===== src/rtl/rgb_ctrl_pkg.sv =====
// rgb_ctrl_pkg: selection codes, FSM state type and quadrature step patterns for the RGB channel controller
package rgb_ctrl_pkg;
  typedef logic [1:0] state_t;
  localparam state_t SEL_R    = 2'd0;
  localparam state_t SEL_G    = 2'd1;
  localparam state_t SEL_B    = 2'd2;
  localparam state_t SEL_LOCK = 2'd3;
  // Patterns on {a, a_prev, b, b_prev}
  localparam logic [3:0] STEP_UP_A_RISE = 4'b1000;
  localparam logic [3:0] STEP_UP_A_FALL = 4'b0111;
  localparam logic [3:0] STEP_DN_B_RISE = 4'b0010;
  localparam logic [3:0] STEP_DN_B_FALL = 4'b1101;
  function automatic state_t next_sel(input state_t s);
    return s == SEL_B ? SEL_R : s + 2'd1;
  endfunction
endpackage


===== src/rtl/quad_step.sv =====
// quad_step: synchronises encoder phases and emits registered 1-cycle up/dn step pulses
//  ports: clk, reset (async, active-high), enc_a/enc_b (async pins), up/dn (step pulses)
module quad_step
  import rgb_ctrl_pkg::*;
(
  input  logic clk,
  input  logic reset,
  input  logic enc_a,
  input  logic enc_b,
  output logic up,
  output logic dn
);
  logic a_s1, a_s2, b_s1, b_s2, a_prev, b_prev;
  logic [1:0] warm;
  logic [3:0] pat;
  assign pat = {a_s2, a_prev, b_s2, b_prev};
  // warm suppresses decode for three edges after reset so pins already high do not look like edges
  always_ff @(posedge clk or posedge reset)
    if (reset) begin
      {a_s1, a_s2, b_s1, b_s2, a_prev, b_prev} <= '0;
      warm <= '0;
      up <= 1'b0;
      dn <= 1'b0;
    end else begin
      {a_s1, a_s2} <= {enc_a, a_s1};
      {b_s1, b_s2} <= {enc_b, b_s1};
      {a_prev, b_prev} <= {a_s2, b_s2};
      warm <= warm == 2'd3 ? warm : warm + 2'd1;
      up <= warm == 2'd3 && (pat == STEP_UP_A_RISE || pat == STEP_UP_A_FALL);
      dn <= warm == 2'd3 && (pat == STEP_DN_B_RISE || pat == STEP_DN_B_FALL);
    end
endmodule


===== src/rtl/rgb_channel_ctrl.sv =====
// rgb_channel_ctrl: one encoder plus one button adjust three colour channel registers
//  ports: clk, reset (async, active-high), enc_a/enc_b/btn (async pins),
//         red/green/blue (channel values), sel (0=R 1=G 2=B 3=locked), update (value-changed pulse)
module rgb_channel_ctrl
  import rgb_ctrl_pkg::*;
#(
  parameter int WIDTH           = 8,
  parameter int DEBOUNCE_CYCLES = 16,
  parameter int IDLE_CYCLES     = 1000,
  parameter bit SATURATE        = 1'b0
) (
  input  logic             clk,
  input  logic             reset,
  input  logic             enc_a,
  input  logic             enc_b,
  input  logic             btn,
  output logic [WIDTH-1:0] red,
  output logic [WIDTH-1:0] green,
  output logic [WIDTH-1:0] blue,
  output logic [1:0]       sel,
  output logic             update
);
  localparam int DW = $clog2(DEBOUNCE_CYCLES) + 1;
  localparam int IW = $clog2(IDLE_CYCLES + 1) + 1;
  localparam logic [DW-1:0] DB_LAST = DW'(DEBOUNCE_CYCLES - 1);
  localparam logic [IW-1:0] IDLE_LAST = IW'(IDLE_CYCLES - 1);
  localparam logic [WIDTH-1:0] MAX = '1;
  logic up, dn, step, press, lock, apply;
  logic btn_s1, btn_s2, btn_state;
  logic [DW-1:0] db_cnt;
  logic [IW-1:0] idle;
  state_t state, last_sel;
  logic [WIDTH-1:0] cur, nxt;
  quad_step u_quad (
    .clk  (clk),
    .reset(reset),
    .enc_a(enc_a),
    .enc_b(enc_b),
    .up   (up),
    .dn   (dn)
  );
  assign sel = state;
  assign step = up | dn;
  // press fires in the cycle the debounced level is accepted as high
  assign press = btn_s2 && !btn_state && db_cnt == DB_LAST;
  assign lock = IDLE_CYCLES != 0 && state != SEL_LOCK && idle == IDLE_LAST && !press && !step;
  assign apply = step && state != SEL_LOCK;
  always_comb begin
    cur = state == SEL_G ? green : state == SEL_B ? blue : red;
    nxt = up ? ((SATURATE && cur == MAX) ? cur : cur + WIDTH'(1)) :
          dn ? ((SATURATE && cur == '0) ? cur : cur - WIDTH'(1)) : cur;
  end
  always_ff @(posedge clk or posedge reset)
    if (reset) begin
      {btn_s1, btn_s2, btn_state} <= '0;
      db_cnt <= '0;
    end else begin
      {btn_s1, btn_s2} <= {btn, btn_s1};
      btn_state <= (btn_s2 != btn_state && db_cnt == DB_LAST) ? btn_s2 : btn_state;
      db_cnt <= (btn_s2 == btn_state || db_cnt == DB_LAST) ? '0 : db_cnt + DW'(1);
    end
  always_ff @(posedge clk or posedge reset)
    if (reset) begin
      state <= SEL_R;
      last_sel <= SEL_R;
      idle <= '0;
    end else begin
      state <= press ? (state == SEL_LOCK ? last_sel : next_sel(state)) : lock ? SEL_LOCK : state;
      last_sel <= lock ? state : last_sel;
      idle <= (press || step || lock || state == SEL_LOCK) ? '0 : idle + IW'(1);
    end
  // the step uses the pre-press selection because state only changes at this same edge
  always_ff @(posedge clk or posedge reset)
    if (reset) begin
      red <= '0;
      green <= '0;
      blue <= '0;
      update <= 1'b0;
    end else begin
      red <= (apply && state == SEL_R) ? nxt : red;
      green <= (apply && state == SEL_G) ? nxt : green;
      blue <= (apply && state == SEL_B) ? nxt : blue;
      update <= apply && nxt != cur;
    end
endmodule

===== config.mk =====
export PLATFORM = sky130hd
export DESIGN_NAME = rgb_channel_ctrl
export DESIGN_NICKNAME = d
export VERILOG_FILES = /design/src/rtl/rgb_ctrl_pkg.sv /design/src/rtl/quad_step.sv /design/src/rtl/rgb_channel_ctrl.sv
export SDC_FILE = /design/constraint.sdc
export NUM_CORES = 1
export LEC_CHECK = 0
export CAP_MARGIN = 30
export CORE_MARGIN = 2
export CORE_UTILIZATION = 46
export DETAILED_ROUTE_END_ITERATION = 12
export HOLD_SLACK_MARGIN = 0.05
export PLACE_DENSITY_LB_ADDON = 0.1
export SLEW_MARGIN = 20
export SYNTH_ARGS = -nofsm -noshare
export SYNTH_HDL_FRONTEND = slang
export SYNTH_SLANG_ARGS = --single-unit

===== constraint.sdc =====
create_clock -name clk -period 5.7 [get_ports clk]
set_input_delay 1.14 -clock clk [delete_from_list [all_inputs] [get_ports clk]]
set_output_delay 1.14 -clock clk [all_outputs]
set_load 0.05 [all_outputs]

==> flow_metrics.tcl <==
set metrics [dict create \
    outcome "complete, no violations" \
    most-common-layout-cells "58 x sky130_fd_sc_hd__dfrtp_1, 31 x sky130_fd_sc_hd__clkdlybuf4s50_1, 23 x sky130_fd_sc_hd__mux2i_1" \
    setup_repair_after_global_routing_missed_its_margin "false" \
    fmax_mhz 309.7 \
    first_global_vias 1852 \
    vias_per_cell 5.138 \
    power.ir.vdd_worst_uv 234.0 \
    critical_path_class "flip-flop to output port" \
    overflow 0 \
    max_slew_margin 0.4580 \
    cts.root.buffer_cell "sky130_fd_sc_hd__clkbuf_8" \
    worst_pin_slew_ps 808.5 \
    finalSetupViolations 0 \
    postCtsSetupBuffers 0 \
    num_vias 1783 \
    critPathSlowestCell "sky130_fd_sc_hd__clkdlybuf4s50_1" \
    post_synth.cell_area_avg_um2 11.92 \
    grt_max_degree 59 \
    share_of_layout_cells_above_drive_strength_1 0.1691 \
    initial_antenna_violation_count 0 \
    io_pins 32 \
    syn-cell-area_um2 2765 \
    final.min_clock_period_ps 3229 \
    clk_pin_slew_worst_paths_ps 60 \
    synth_async_sr_flop_share 1.000 \
    postRouteWirelength_um 4800 \
    ys.flop_type "sky130_fd_sc_hd__dfrtp_1" \
    cts_hold_buffers 0 \
    place.gp.congestion 0.7334 \
    synthDominantCellAreaShare 0.5249 \
    pre_repair_dr_iteration_count 4 \
    total_nets_final 280 \
    hold_violations_final 0 \
    totalPowerFinal_w 0.001151 \
    placed_cell_area_um2 3126 \
    antenna_cells 0 \
    io_buffer_count 31 \
    critical_path.cell_chain "clkdlybuf4s50_1" \
    area_growth_syn_to_layout_pct 19.73 \
    cellLeakagePower_nw 1.480 \
    synth_sequential_area_ratio 0.5249 \
    finalMaxSlewViolations 0 \
    synth.lib_cells_used.distinct 39 \
    critPathLaunchType "flip-flop" \
    numCtsBuffers 9 \
    cts_tree "yes" \
    dpl_worst_slack_ps 2811 \
    cap_violations 0 \
    cts_htree_levels 3 \
    die_h_um 81.53 \
    postSynthRegisterBits 58 \
    cp.buffers_inverters 1 \
    drt_iter0_markers 67 \
    final_core_util 0.5659 \
    most_common_cell_after_layout_fill_and_taps_aside "sky130_fd_sc_hd__dfrtp_1" \
    cell_taking_the_most_area_after_synthesis "sky130_fd_sc_hd__dfrtp_1" \
    totalNegativeSetupSlack_ps 0 \
    drtAntennaViolNets 0 \
    clock-sinks 58 \
    ys_warn_count 0 \
    hold_path_class "flip-flop to flip-flop" \
    final.setup_skew_ps 9.739 \
    start_util 0.4726 \
    insertion_delay_ps 330 \
    clk_path_buf_depth 2 \
    hpwl_detailed_um 3214 \
    floorplan.core_area_um2 5851 \
    grtUsageTotal 0.1715 \
    number_of_standard_cells_after_synthesis 232 \
    routedWlPerCell_um 13.83 \
    cts-resized-gates 0 \
    design.die.area_um2 6647 \
    cp_slowest_stage_delay_ps 930 \
    filler_cell_count 523 \
    worst_ep_arrival_time_ps 2090 \
    syn_nets 244 \
    period_share 0.5665 \
    final_critical_path_setup_slack_ps 2471 \
    synth-edff-count 0 \
    horizontal_extent_of_the_die_um 81.53 \
    synth_top_cells_by_area "sky130_fd_sc_hd__dfrtp_1 52%, sky130_fd_sc_hd__mux2_2 9.0%, sky130_fd_sc_hd__mux2i_1 8.3%" \
    worst_path_dominant_cell_family "buffers and inverters" \
    path_max_fanout 19 \
    grt_pass1_wl_um 8521 \
    final_design_area_no_fill_um2 3311 \
    post_route_drc 0 \
    rows 28 \
    end_kind "output port" \
    p_per_area_nw_per_um2 347.6 \
    required_time_worst_endpoint_ps 4560 \
]
-- per-layer routing --
metal,wire (µm),GRT usage
met5,0,0
met4,112,0.09661
met3,143,0.03956
met2,2324,0.2754
met1,2220,0.2131
-- synth_stat cells, types with 2 or more instances --
cell type,count
sky130_fd_sc_hd__a21boi_0,2
sky130_fd_sc_hd__a21oi_1,4
sky130_fd_sc_hd__and3_1,2
sky130_fd_sc_hd__clkbuf_1,4
sky130_fd_sc_hd__dfrtp_1,58
sky130_fd_sc_hd__ha_1,7
sky130_fd_sc_hd__inv_1,8
sky130_fd_sc_hd__mux2_1,2
sky130_fd_sc_hd__mux2_2,22
sky130_fd_sc_hd__mux2i_1,23
sky130_fd_sc_hd__nand2_1,13
sky130_fd_sc_hd__nand3_1,10
sky130_fd_sc_hd__nand4_1,4
sky130_fd_sc_hd__nor2_1,18
sky130_fd_sc_hd__nor2b_1,4
sky130_fd_sc_hd__nor3_1,5
sky130_fd_sc_hd__o21ai_0,4
sky130_fd_sc_hd__o22ai_2,2
sky130_fd_sc_hd__or2_2,2
sky130_fd_sc_hd__or4_1,2
sky130_fd_sc_hd__xnor2_1,6
sky130_fd_sc_hd__xor2_1,13
-- worst register-to-register path, delay by kind of cell (launching register included) --
family	cells	cell delay, ps
mux	2	910
xor+xnor	1	200
simple gates	1	100
flops	1	820
buf+inv	1	100
compound gates	1	120
fa+ha+maj	1	200
-- sequential cells by signal, indices dropped and copies added, names as in the netlist, 2 cells and up --
register and flops:
db_cnt 5, red 8, u_quad.warm 2, last_sel 2
sel 2, idle 11, green 8, blue 8
-- area by class of cell --
type                            count  area [µm²]  area share
Clock inverter                      3       40.04     0.01209
Sequential cell                    58        1451      0.4384
Tap cell                           75       93.84     0.02834
Timing Repair Buffer               33       325.3     0.09826
Multi-Input combinational cell    158        1225      0.3700
Clock buffer                       12       145.1     0.04384
Inverter                            8       30.03    0.009070
-- worst paths after layout --
path	end	slack (ps)	cells after the start	from
worst max-delay path	sel[0]	2470	1	sel[0]
worst min-delay path	btn_s2	350	0	btn_s1
worst max register to register	red[6]	3140	7	sel[0]
worst min register to register	btn_s2	350	0	btn_s1
max in group asynchronous	red[1]	3890	3	reset
min in group asynchronous	idle[1]	1340	3	reset
-- where the power goes --
group          internal [W]  leakage [nW]  switching (W)
Combinational      0.000112         0.623       0.000186
Clock              0.000210        0.0962       0.000154
Sequential         0.000452         0.761      0.0000368
Total              0.000774          1.48       0.000377
-- cell families (layout without fill, tap and decap cells) --
| kind of cell | count (synthesis) | after routing | share of synthesized area |
|---|---|---|---|
| xor gates and xnor gates | 19 | 19 | 0.06018 |
| muxes | 47 | 47 | 0.1810 |
| buffers and inverters | 16 | 56 | 0.03212 |
| AOI/OAI and AO/OA | 18 | 18 | 0.04570 |
| adders and majority gates | 7 | 7 | 0.03167 |
| and+or+nand+nor | 67 | 67 | 0.1244 |
| DFF | 58 | 58 | 0.5249 |
-- metrics by stage --
step                      cells  hold WS (ps)
after detailed placement    332         335.5
after global placement      332         333.6
final                       347         348.5
after global routing        347         361.2
after floorplan             232         331.2
after CTS                   347         350.0
No activity file was read; power rests on OpenSTA's default activity.
